--- config.mk ---
export PLATFORM = sky130hd
export DESIGN_NAME = dmem_arbiter
export DESIGN_NICKNAME = d
export VERILOG_FILES = /design/src/rtl/dmem_arbiter_pkg.sv /design/src/rtl/dmem_arbiter_rr.sv /design/src/rtl/dmem_arbiter.sv
export SDC_FILE = /design/constraint.sdc
export NUM_CORES = 1
export LEC_CHECK = 0
export CORE_MARGIN = 1.5
export CORE_UTILIZATION = 42
export CTS_CLUSTER_DIAMETER = 30
export DETAILED_ROUTE_END_ITERATION = 8
export HOLD_SLACK_MARGIN = 0.03
export PLACE_DENSITY = 0.81
export SYNTH_ARGS = -nofsm -noshare
export SYNTH_HDL_FRONTEND = slang
export SYNTH_HIERARCHICAL = 1
export SYNTH_SLANG_ARGS = --single-unit
--- constraint.sdc ---
create_clock -name clk -period 2.3 [get_ports clk]
set_input_delay 0.46 -clock clk [delete_from_list [all_inputs] [get_ports clk]]
set_output_delay 0.46 -clock clk [all_outputs]
set_load 0.02 [all_outputs]
--- src/rtl/dmem_arbiter_pkg.sv ---
// Shared types and constants for the data-memory arbiter: FSM encoding,
// port indices and default widths.
package dmem_arbiter_pkg;

    localparam int DEF_ADDR_W       = 32;
    localparam int DEF_DATA_W       = 32;
    localparam int DEF_READ_LATENCY = 1;
    localparam int CNT_W            = 4;

    localparam logic PORT_PIPE = 1'b0;
    localparam logic PORT_LOAD = 1'b1;

    typedef enum logic [1:0] {
        ST_IDLE  = 2'd0,
        ST_ISSUE = 2'd1,
        ST_WAIT  = 2'd2,
        ST_DONE  = 2'd3
    } state_t;

    function automatic logic [1:0] port_onehot(input logic port);
        return port ? 2'b10 : 2'b01;
    endfunction

endpackage

--- src/rtl/dmem_arbiter_rr.sv ---
// Combinational two-way round-robin pick: a lone requester wins, and under
// contention the port that did not win last time goes first.
module rr_arbiter2 (
    input  logic [1:0] req,
    input  logic       last,
    output logic [1:0] win
);

    for (genvar gi = 0; gi < 2; gi++) begin : g_win
        assign win[gi] = req[gi] & (~req[1 - gi] | (last != 1'(gi)));
    end

endmodule

--- src/rtl/dmem_arbiter.sv ---
// Shares one single-port data memory between the MEM stage (port 0) and a
// loader/debug master (port 1), one transaction in flight at a time.
module dmem_arbiter
    import dmem_arbiter_pkg::*;
#(
    parameter int ADDR_W       = DEF_ADDR_W,
    parameter int DATA_W       = DEF_DATA_W,
    parameter int READ_LATENCY = DEF_READ_LATENCY
) (
    input  logic              clk,
    input  logic              reset,
    input  logic              p0_req,
    input  logic              p0_we,
    input  logic [ADDR_W-1:0] p0_addr,
    input  logic [DATA_W-1:0] p0_wdata,
    output logic              p0_gnt,
    output logic              p0_done,
    output logic [DATA_W-1:0] p0_rdata,
    output logic              pipe_stall,
    input  logic              p1_req,
    input  logic              p1_we,
    input  logic [ADDR_W-1:0] p1_addr,
    input  logic [DATA_W-1:0] p1_wdata,
    output logic              p1_gnt,
    output logic              p1_done,
    output logic [DATA_W-1:0] p1_rdata,
    output logic              mem_read,
    output logic              mem_write,
    output logic [ADDR_W-1:0] mem_addr,
    output logic [DATA_W-1:0] mem_wdata,
    input  logic [DATA_W-1:0] mem_rdata,
    output logic              busy
);

    state_t             state_reg;
    logic               last_reg;
    logic               winner_reg;
    logic               we_reg;
    logic [CNT_W-1:0]   cnt_reg;
    logic [1:0]         done_reg;
    logic               busy_reg;
    logic               mem_read_reg;
    logic               mem_write_reg;
    logic [ADDR_W-1:0]  mem_addr_reg;
    logic [DATA_W-1:0]  mem_wdata_reg;
    logic [DATA_W-1:0]  rdata_reg [2];

    logic [1:0]         req_vec;
    logic [1:0]         win;
    logic [1:0]         gnt;
    logic [1:0]         rdata_load;
    logic               sel_we;
    logic [ADDR_W-1:0]  sel_addr;
    logic [DATA_W-1:0]  sel_wdata;

    assign req_vec = {p1_req, p0_req};

    rr_arbiter2 u_rr (
        .req  (req_vec),
        .last (last_reg),
        .win  (win)
    );

    assign sel_we    = win[1] ? p1_we    : p0_we;
    assign sel_addr  = win[1] ? p1_addr  : p0_addr;
    assign sel_wdata = win[1] ? p1_wdata : p0_wdata;

    // Grant is issued in the same cycle the request is seen; masking with
    // reset keeps it low while the block is held in reset.
    assign gnt = (reset && state_reg == ST_IDLE) ? win : 2'b00;

    always_ff @(posedge clk or negedge reset) begin
        if (!reset) begin
            state_reg     <= ST_IDLE;
            last_reg      <= PORT_LOAD;
            winner_reg    <= PORT_PIPE;
            we_reg        <= 1'b0;
            cnt_reg       <= '0;
            done_reg      <= 2'b00;
            busy_reg      <= 1'b0;
            mem_read_reg  <= 1'b0;
            mem_write_reg <= 1'b0;
            mem_addr_reg  <= '0;
            mem_wdata_reg <= '0;
        end else begin
            case (state_reg)
                ST_IDLE: begin
                    if (|req_vec) begin
                        winner_reg    <= win[1];
                        we_reg        <= sel_we;
                        mem_addr_reg  <= sel_addr;
                        mem_wdata_reg <= sel_wdata;
                        mem_write_reg <= sel_we;
                        mem_read_reg  <= ~sel_we;
                        busy_reg      <= 1'b1;
                        state_reg     <= ST_ISSUE;
                    end
                end
                ST_ISSUE: begin
                    mem_read_reg  <= 1'b0;
                    mem_write_reg <= 1'b0;
                    mem_addr_reg  <= '0;
                    mem_wdata_reg <= '0;
                    if (we_reg) begin
                        done_reg  <= port_onehot(winner_reg);
                        state_reg <= ST_DONE;
                    end else begin
                        cnt_reg   <= CNT_W'(READ_LATENCY - 1);
                        state_reg <= ST_WAIT;
                    end
                end
                ST_WAIT: begin
                    if (cnt_reg == '0) begin
                        done_reg  <= port_onehot(winner_reg);
                        state_reg <= ST_DONE;
                    end else begin
                        cnt_reg <= cnt_reg - 1'b1;
                    end
                end
                ST_DONE: begin
                    done_reg  <= 2'b00;
                    last_reg  <= winner_reg;
                    busy_reg  <= 1'b0;
                    state_reg <= ST_IDLE;
                end
                default: state_reg <= ST_IDLE;
            endcase
        end
    end

    // Each port keeps its own read-data register so one port's traffic never
    // disturbs the other's last result.
    for (genvar gi = 0; gi < 2; gi++) begin : g_port
        assign rdata_load[gi] = (state_reg == ST_WAIT) && (cnt_reg == '0) &&
                                (winner_reg == 1'(gi));

        always_ff @(posedge clk or negedge reset) begin
            if (!reset) begin
                rdata_reg[gi] <= '0;
            end else if (rdata_load[gi]) begin
                rdata_reg[gi] <= mem_rdata;
            end
        end
    end

    assign p0_gnt     = gnt[0];
    assign p1_gnt     = gnt[1];
    assign p0_done    = done_reg[0];
    assign p1_done    = done_reg[1];
    assign p0_rdata   = rdata_reg[0];
    assign p1_rdata   = rdata_reg[1];
    assign pipe_stall = p0_req & ~p0_done;
    assign mem_read   = mem_read_reg;
    assign mem_write  = mem_write_reg;
    assign mem_addr   = mem_addr_reg;
    assign mem_wdata  = mem_wdata_reg;
    assign busy       = busy_reg;

endmodule

* Word-level counts from Yosys, hierarchy flattened
Index checks and enable logic that the tools add are counted.
** Storage, ports and cells
- Bits of input ports :: 166
- Output and inout bits :: 136
- Flip-flop bits (word level) :: 142
** Operators by class
- Muxes and demuxes :: 25
- Bitwise gates (word level) :: 11
- Reductions and logical operators :: 17
- Equality and inequality tests :: 8
- Add/sub/neg operators :: 1
** Operator list (number)
- $mux W32 :: 4
- $pmux W32 S2 :: 2
- $mux W2 :: 6
- $mux W4 :: 2
- $ne A2 B2 Y1 const B :: 4
- $pmux W2 S4 :: 1
- $pmux W4 S2 :: 1
- $reduce_and A2 Y1 :: 4
- $not A1 Y1 :: 6
- $pmux W1 S2 :: 3
- $pmux W2 S3 :: 1
- $reduce_and A3 Y1 :: 2
- $reduce_bool A2 Y1 :: 3
- $mux W1 :: 5
- $eq A2 B2 Y1 const B :: 2
- $logic_and A1 B1 Y1 :: 4
- $logic_not A4 Y1 :: 1
- $sub A4 B1 Y4 const B :: 1
- $and A1 B1 Y1 :: 3
- $reduce_bool A3 Y1 :: 1
- $eq A2 B1 Y1 const B :: 1
- $logic_not A2 Y1 :: 1
- $ne A2 B1 Y1 const B :: 1
- $or A1 B1 Y1 :: 2
- $reduce_or A2 Y1 :: 1

* Logic depth before layout (Yosys ltp)
Gate-level depths: netlist of run 1.
- Depth in word-level cells :: 7
- Gate-level depth with buffers :: 9

* Modules after synthesis
Netlist of run 1, hierarchy kept.
** Modules (own cells, without submodules)
- dmem_arbiter :: cells each 508, area each 6576.3 um2, instances 1
- rr_arbiter2 :: cells each 3, area each 18.8 um2, instances 1

* Worst setup path before layout of run 1
Ideal clock, no wire load.
- Kind :: input to output
- Start point :: in p1_req
- End point :: out p1_gnt
- Required time :: 1.840 ns
- Slack :: 0.387 ns
- Arrival time :: 1.453 ns
- Path buffers :: 3
- Cell stages on the path :: 5
- Cell sequence :: a21boi_0 buf_2 buf_4 buf_2 and3_1
** Between the ends
- Longest elaborated chain between the ends :: 2
** Ends and longest elaborated chain
- start: declaration :: RTL line dmem_arbiter.sv:20 : input logic p1_req,
- $and A1 B1 Y1 :: RTL line dmem_arbiter_rr.sv:10 : assign win[gi] = req[gi] & (~req[1 - gi] | (last != 1'(gi)));
- $mux W2 :: RTL line dmem_arbiter.sv:70 : assign gnt = (reset && state_reg == ST_IDLE) ? win : 2'b00;
- end: declaration :: RTL line dmem_arbiter.sv:24 : output logic p1_gnt,
No other way between the ends.

* Worst setup path in the final report of run 1
- Start point :: in reset
- End point :: out p1_gnt
** Between the ends
- Longest elaborated chain between the ends :: 2
** Ends and longest elaborated chain
- start: declaration :: RTL line dmem_arbiter.sv:11 : input logic reset,
- $logic_and A1 B1 Y1 :: RTL line dmem_arbiter.sv:70
- $mux W2 :: RTL line dmem_arbiter.sv:70
No other way between the ends.

==> impl_metrics.yaml, run 1 <==
status:
  run_status: "finished clean"
drt:
  route.detailed.wl_per_inst_um: 18.60
  final_antenna_net_count: 0
  via_count: 5331
  total_detailed_routing_wirelength_um: 19360
  remaining_drc_errors: 0
  firstDrtPassIters: 4
  routed_via_density: 5.121
  drt_iter0_drc: 219
worst_setup_path:
  cp_data_required_time_ns: 1.84
  cp_endpoint: "p1_gnt"
  timing.critical_path.buf_inv: 3
  reg2regPathDepth: 7
  crit_path_start_kind: "input port"
  critPathKind: "input port to primary output"
  critPathMaxFanout: 16
  worstSetupStartpoint: "reset"
  reg2reg_slack_ns: 0.13
  worstSetupPathDepth: 4
  critical_path.top_delay_family: "buffers and inverters"
  crit_path_top_delay_cell: "sky130_fd_sc_hd__dlygate4sd3_1"
  critical-path-max-stage-delay_ns: 0.54
  end_kind: "primary output"
  worst_ep_arrival_time_ns: 1.74
  reg2reg_to: "p0_rdata[19]$_DFFE_PN0P_"
  worst_r2r_startpoint: "cnt_reg[0]$_DFFE_PN0P_"
  worst_path_cell_chain: "dlygate4sd3_1 > buf_6 > and3_1 > dlygate4sd2_1"
synth:
  synth-async-reset-ratio_pct: 100.0
  synthDistinctLibCells: 40
  synth-seq-cells: 142
  synthesis.yosys.warnings: 6
  syn_inst: 511
  syn_area_um2: 6595
  synth_top_flop_cell: "sky130_fd_sc_hd__dfrtp_1"
  synth-seq-area-share_pct: 53.90
  syn_avg_cell_area_um2: 12.91
  synth_fp_nets: 685
  synth_edf_count: 0
cts:
  clock_insertion_delay_worst_skew_ns: 0.41
  post-cts-setup-buffer-count: 0
  cts_max_level: 4
  cts_inserted_buffers: 17
  cts_tree: "yes"
  clock_transition_at_the_registers_of_the_reported_paths_ns: 0.06
  cts_root_buf: "sky130_fd_sc_hd__clkbuf_16"
  clock_sinks: 142
  clock_tree.buffer_depth: 2
global_route:
  grt_pass1_wl_um: 30390
  grt_total_ovfl: 0
  number_of_antenna_violations_at_the_first_check_in_global_routing: 0
  global_route.usage.total_pct: 23.95
  grt_start_max_net_pins: 62
  grt_pass1_vias: 5705
sta:
  final-setup-viol-count: 0
  final-max-slew-violation-count: 0
  tightestPinTransition_ns: 0.7773
  finalCriticalPeriod_ns: 2.202
  setup_ws_ns: 0.09751
  clock_skew_ns: 0.005677
  period_share_pct: 95.76
  final-hold-violation-count: 0
  post_route_hold_slack_ns: 0.4397
  slew_headroom_pct: 48.18
  rsz_0062_raised_after_global_routing: "no"
  fmax_mhz: 454.0
floorplanning:
  initial_utilization_pct: 43.22
  fp.dieW_um: 128.3
  die_area_um2: 16460
  core_area_um2: 15260
  io-pin-count: 302
  num_rows: 45
  die_h_um: 128.3
run:
  maxCapViolCount: 0
placement:
  dp_slack_ns: -0.1941
  detailedPlacementHpwl_um: 14370
  place_inst: 1009
  port_buffer_cells: 301
  place_congestion: 0.8298
worst_hold_path:
  type_of_the_tightest_min_delay_check: "input port to async pin"
cells_and_area:
  final_cell_mix: "297 x sky130_fd_sc_hd__clkdlybuf4s50_1, 141 x sky130_fd_sc_hd__dfrtp_1, 69 x sky130_fd_sc_hd__nand2_1, 66 x sky130_fd_sc_hd__mux2i_1, 65 x sky130_fd_sc_hd__o31ai_1"
  mostFrequentLayoutCell: "sky130_fd_sc_hd__clkdlybuf4s50_1"
  final_core_util_pct: 68.59
  num_antenna_cells: 0
  syn_to_final_growth_pct: 58.70
  layout-drive-gt1-share_pct: 16.51
  final_net_count: 992
  stdcell_count: 1041
pwr:
  finalPower_mw: 15.26
  irDropWorstVdd_mv: 0.6631
  power.density_nw_per_um2: 1458
  total_leakage_power_nw: 4.520
## per-stage QoR
stage          instance area [um^2]  setup TNS, ns
2_1_floorplan                  6595              0
3_3_place_gp                   9857         -2.700
3_5_place_dp                   9857         -5.107
4_1_cts                       10470              0
5_1_grt                       10470              0
6_report                      10470              0
## worst min path at each step
stage                      from                        end  slack (ns)  cells after the start
final                     reset    done_reg[0]$_DFFE_PN0P_        0.44                      2
after global placement    reset  mem_wdata[27]$_DFFE_PN0P_        0.30                      1
after floorplan           reset           busy$_DFFE_PN0P_        0.16                      0
after detailed placement  reset    done_reg[0]$_DFFE_PN0P_        0.30                      1
after CTS                 reset         we_reg$_DFFE_PN0P_        0.42                      2
after global routing      reset         we_reg$_DFFE_PN0P_        0.43                      2
## layer usage
| layer | share of wire [%] | wire length [um] | GRT usage (%) |
|---|---|---|---|
| met5 | 0 | 0 | 0 |
| met4 | 2.5 | 487 | 9.253 |
| met3 | 8.0 | 1554 | 7.429 |
| met2 | 50 | 9629 | 41.24 |
| met1 | 40 | 7692 | 28.10 |
## synthesized netlist by cell type (2+ instances only)
library cell	n	area share (%)
sky130_fd_sc_hd__o21ai_0	8	0.61
sky130_fd_sc_hd__mux2_2	37	6.3
sky130_fd_sc_hd__nor2_1	8	0.46
sky130_fd_sc_hd__buf_2	23	1.7
sky130_fd_sc_hd__mux2i_1	66	10
sky130_fd_sc_hd__nor2b_1	2	0.19
sky130_fd_sc_hd__buf_12	3	0.91
sky130_fd_sc_hd__dfrtp_1	141	54
sky130_fd_sc_hd__o31ai_1	65	7.4
sky130_fd_sc_hd__a22o_1	5	0.66
sky130_fd_sc_hd__clkbuf_8	2	0.42
sky130_fd_sc_hd__mux2_4	32	7.3
sky130_fd_sc_hd__nand2_1	69	3.9
sky130_fd_sc_hd__clkbuf_1	7	0.40
sky130_fd_sc_hd__and3_1	2	0.19
sky130_fd_sc_hd__ha_1	8	1.5
sky130_fd_sc_hd__a22oi_1	2	0.23
sky130_fd_sc_hd__inv_1	7	0.40
sky130_fd_sc_hd__nor3_1	3	0.23
## layout make-up
cell class | count | area (um^2)
clock buffers | 19 | 442.9
clock inverters | 12 | 158.9
fillers | 1103 | 4792
inverters | 7 | 26.28
multi-input cells | 325 | 2788
flip-flops and latches | 142 | 3555
well taps | 211 | 264.0
repair buffers | 325 | 3232
## where the power goes
| part | switching (mW) | internal [mW] |
|---|---|---|
| logic | 4.01 | 3.99 |
| registers | 0.738 | 3.72 |
| clock network | 1.06 | 1.74 |
| total | 5.81 | 9.45 |
## repair_timing
item | in CTS | in global routing
gates resized for setup | 3 | 1
hold buffers | 1 | 0
pin swaps | 0 | 0
hold endpoints to repair | 10 | 0
endpoints found under the setup margin | 3 | 1
## cell families (layout without fill, tap and decap cells)
family                   count (synthesis)  count (layout)  synth area share (%)
AO/OA/AOI/OAI                           88              88                 10.19
adder cells (fa/ha/maj)                  8               8                 1.518
buffers and inverters                   44             363                 4.155
flip-flops                             142             142                 53.90
multiplexers                           135             135                 23.62
AND/OR/NAND/NOR                         94              94                 6.621
No activity file was read; power rests on OpenSTA's default activity.
==> run 2, diff against run 1 <==
Settings changed: CORE_UTILIZATION 42 to 45, PLACE_DENSITY 0.81 to 0.86.
Clock period 2.3 ns to 2.8 ns, I/O delays scaled along.
==> run 2 against run 1 <==
Effect of this change:
- via count is 0.17% lower
- non-clock buffer count down 10
- total power is 19% lower
- die area shrank 6.5%
- register-to-register slack improved by 0.35 ns
==> impl_metrics.yaml, run 2 (synthesis results as in run 1) <==
placement:
  port_buffer_cells: 301
  place_inst: 972
  postPlaceCellArea_um2: 9761
  place_congestion: 0.7933
  dp_slack_ns: 0.05578
  detailedPlacementHpwl_um: 13710
cells_and_area:
  layout-drive-gt1-share_pct: 15.59
  syn_to_final_growth_pct: 56.63
  stdcell_count: 1005
  mostFrequentLayoutCell: "sky130_fd_sc_hd__clkdlybuf4s50_1"
  final_net_count: 982
  final_cell_mix: "299 x sky130_fd_sc_hd__clkdlybuf4s50_1, 141 x sky130_fd_sc_hd__dfrtp_1, 69 x sky130_fd_sc_hd__nand2_1, 66 x sky130_fd_sc_hd__mux2i_1, 65 x sky130_fd_sc_hd__o31ai_1"
  num_antenna_cells: 0
  design_area_um2: 10330
drt:
  drt_iter0_drc: 191
  firstDrtPassIters: 4
  final_antenna_net_count: 0
  route.detailed.wl_per_inst_um: 18.41
  total_detailed_routing_wirelength_um: 18500
  remaining_drc_errors: 0
  routed_via_density: 5.296
  via_count: 5322
sta:
  period_share_pct: 96.68
  timing.setup.tns_ns: 0
  rsz_0062_raised_after_global_routing: "no"
  final-hold-violation-count: 0
  clock_skew_ns: 0.007634
  setup_ws_ns: 0.09301
  tightestPinTransition_ns: 0.9004
  final-setup-viol-count: 0
  fmax_mhz: 369.4
  slew_headroom_pct: 39.97
  finalCriticalPeriod_ns: 2.707
  final-max-slew-violation-count: 0
worst_setup_path:
  worst_ep_arrival_time_ns: 2.15
  worst_path_cell_chain: "dlygate4sd3_1 > buf_6 > and3_1 > clkdlybuf4s50_1"
  crit_path_start_kind: "input port"
  critPathKind: "input port to primary output"
  timing.critical_path.buf_inv: 3
  end_kind: "primary output"
  cp_data_required_time_ns: 2.24
  critical-path-max-stage-delay_ns: 0.62
  crit_path_top_delay_cell: "sky130_fd_sc_hd__clkdlybuf4s50_1"
  critPathMaxFanout: 20
  critical_path.top_delay_family: "buffers and inverters"
cts:
  clock_transition_at_the_registers_of_the_reported_paths_ns: 0.06
  cts_root_buf: "sky130_fd_sc_hd__clkbuf_16"
  clock_sinks: 142
  cts_max_level: 4
  cts_tree: "yes"
  cts_inserted_buffers: 17
  post-cts-setup-buffer-count: 0
  clock_tree.buffer_depth: 2
  clock_insertion_delay_worst_skew_ns: 0.41
pwr:
  power.density_nw_per_um2: 1190
  cellInternalPower_mw: 7.556
  power.switching_fraction_pct: 38.52
  total_leakage_power_nw: 4.454
  clkPwrFrac_pct: 17.0
  irDropWorstVdd_mv: 0.5688
  combPwrFrac_pct: 53.2
  switching_power_mw: 4.734
  finalPower_mw: 12.29
  power.share.sequential_pct: 29.8
floorplanning:
  die_area_um2: 15390
  die_h_um: 124.1
  initial_utilization_pct: 45.72
  core_area_um2: 14420
  io-pin-count: 302
  num_rows: 44
  fp.dieW_um: 124.1
status:
  run_status: "finished clean"
global_route:
  grt_pass1_vias: 5324
  grt_start_max_net_pins: 73
  grt_pass1_wl_um: 27630
  number_of_antenna_violations_at_the_first_check_in_global_routing: 0
  grt_total_ovfl: 0
  global_route.usage.total_pct: 23.83
run:
  maxCapViolCount: 0
worst_hold_path:
  type_of_the_tightest_min_delay_check: "flip-flop to flip-flop"
-- run 2: power groups by stage --
stage / logic (mW) / registers, mW / clock network, mW
global route: 7.00 / 3.77 / 2.22
global placement: 6.38 / 3.60 / 0
CTS: 6.59 / 3.66 / 2.13
detailed placement: 6.55 / 3.67 / 0
floorplan: 2.70 / 4.70 / 0
finish: 6.54 / 3.66 / 2.09
-- run 2: routing by layer --
layer	track usage [%]	wire length, um
met5	0	0
met4	7.315	287
met3	8.608	1741
met2	42.79	9485
met1	26.25	6987
-- run 2: final timing paths --
check                                         from                 endpoint  slack [ns]  depth (start not counted)
min in group asynchronous                    reset  p0_rdata[4]$_DFFE_PN0P_        0.57                          2
max in group asynchronous                    reset  mem_addr[3]$_DFFE_PN0P_        0.47                          4
setup reg to reg            cnt_reg[0]$_DFFE_PN0P_  p0_rdata[2]$_DFFE_PN0P_        0.48                          7
setup / recovery                             reset                   p1_gnt        0.09                          4
hold reg to reg            mem_addr[8]$_DFFE_PN0P_  mem_addr[8]$_DFFE_PN0P_        0.47                          2
hold / removal             mem_addr[8]$_DFFE_PN0P_  mem_addr[8]$_DFFE_PN0P_        0.47                          2
-- run 2: tightest hold or removal path: stages, from the launching register on --
cell                      delay, ns
sky130_fd_sc_hd__dfrtp_1       0.34
sky130_fd_sc_hd__nand2_1       0.05
sky130_fd_sc_hd__o31ai_1       0.05
-- run 2: final cells by class --
| type | count | area (um^2) |
|---|---|---|
| timing repair buffer | 315 | 3174 |
| clock buffer | 23 | 498.0 |
| tap | 184 | 230.2 |
| multi-input combinational | 325 | 2788 |
| fill | 982 | 4094 |
| clock inverter | 9 | 58.81 |
| sequential | 142 | 3555 |
| inverter | 7 | 26.28 |
-- run 2: per-stage QoR --
stage | util (%) | hold slack, ns
2_1_floorplan | - | 0.2644
3_3_place_gp | 67.67 | 0.4037
3_5_place_dp | 67.67 | 0.4061
4_1_cts | 71.60 | 0.4776
5_1_grt | 71.62 | 0.5002
6_report | 71.62 | 0.4705
-- run 2: timing repair --
| item | 4_1_cts | 5_1_grt |
|---|---|---|
| gates resized for setup | 0 | 1 |
| hold buffers | 1 | 0 |
| endpoints found under the setup margin | 0 | 1 |
| hold endpoints to repair | 17 | 0 |
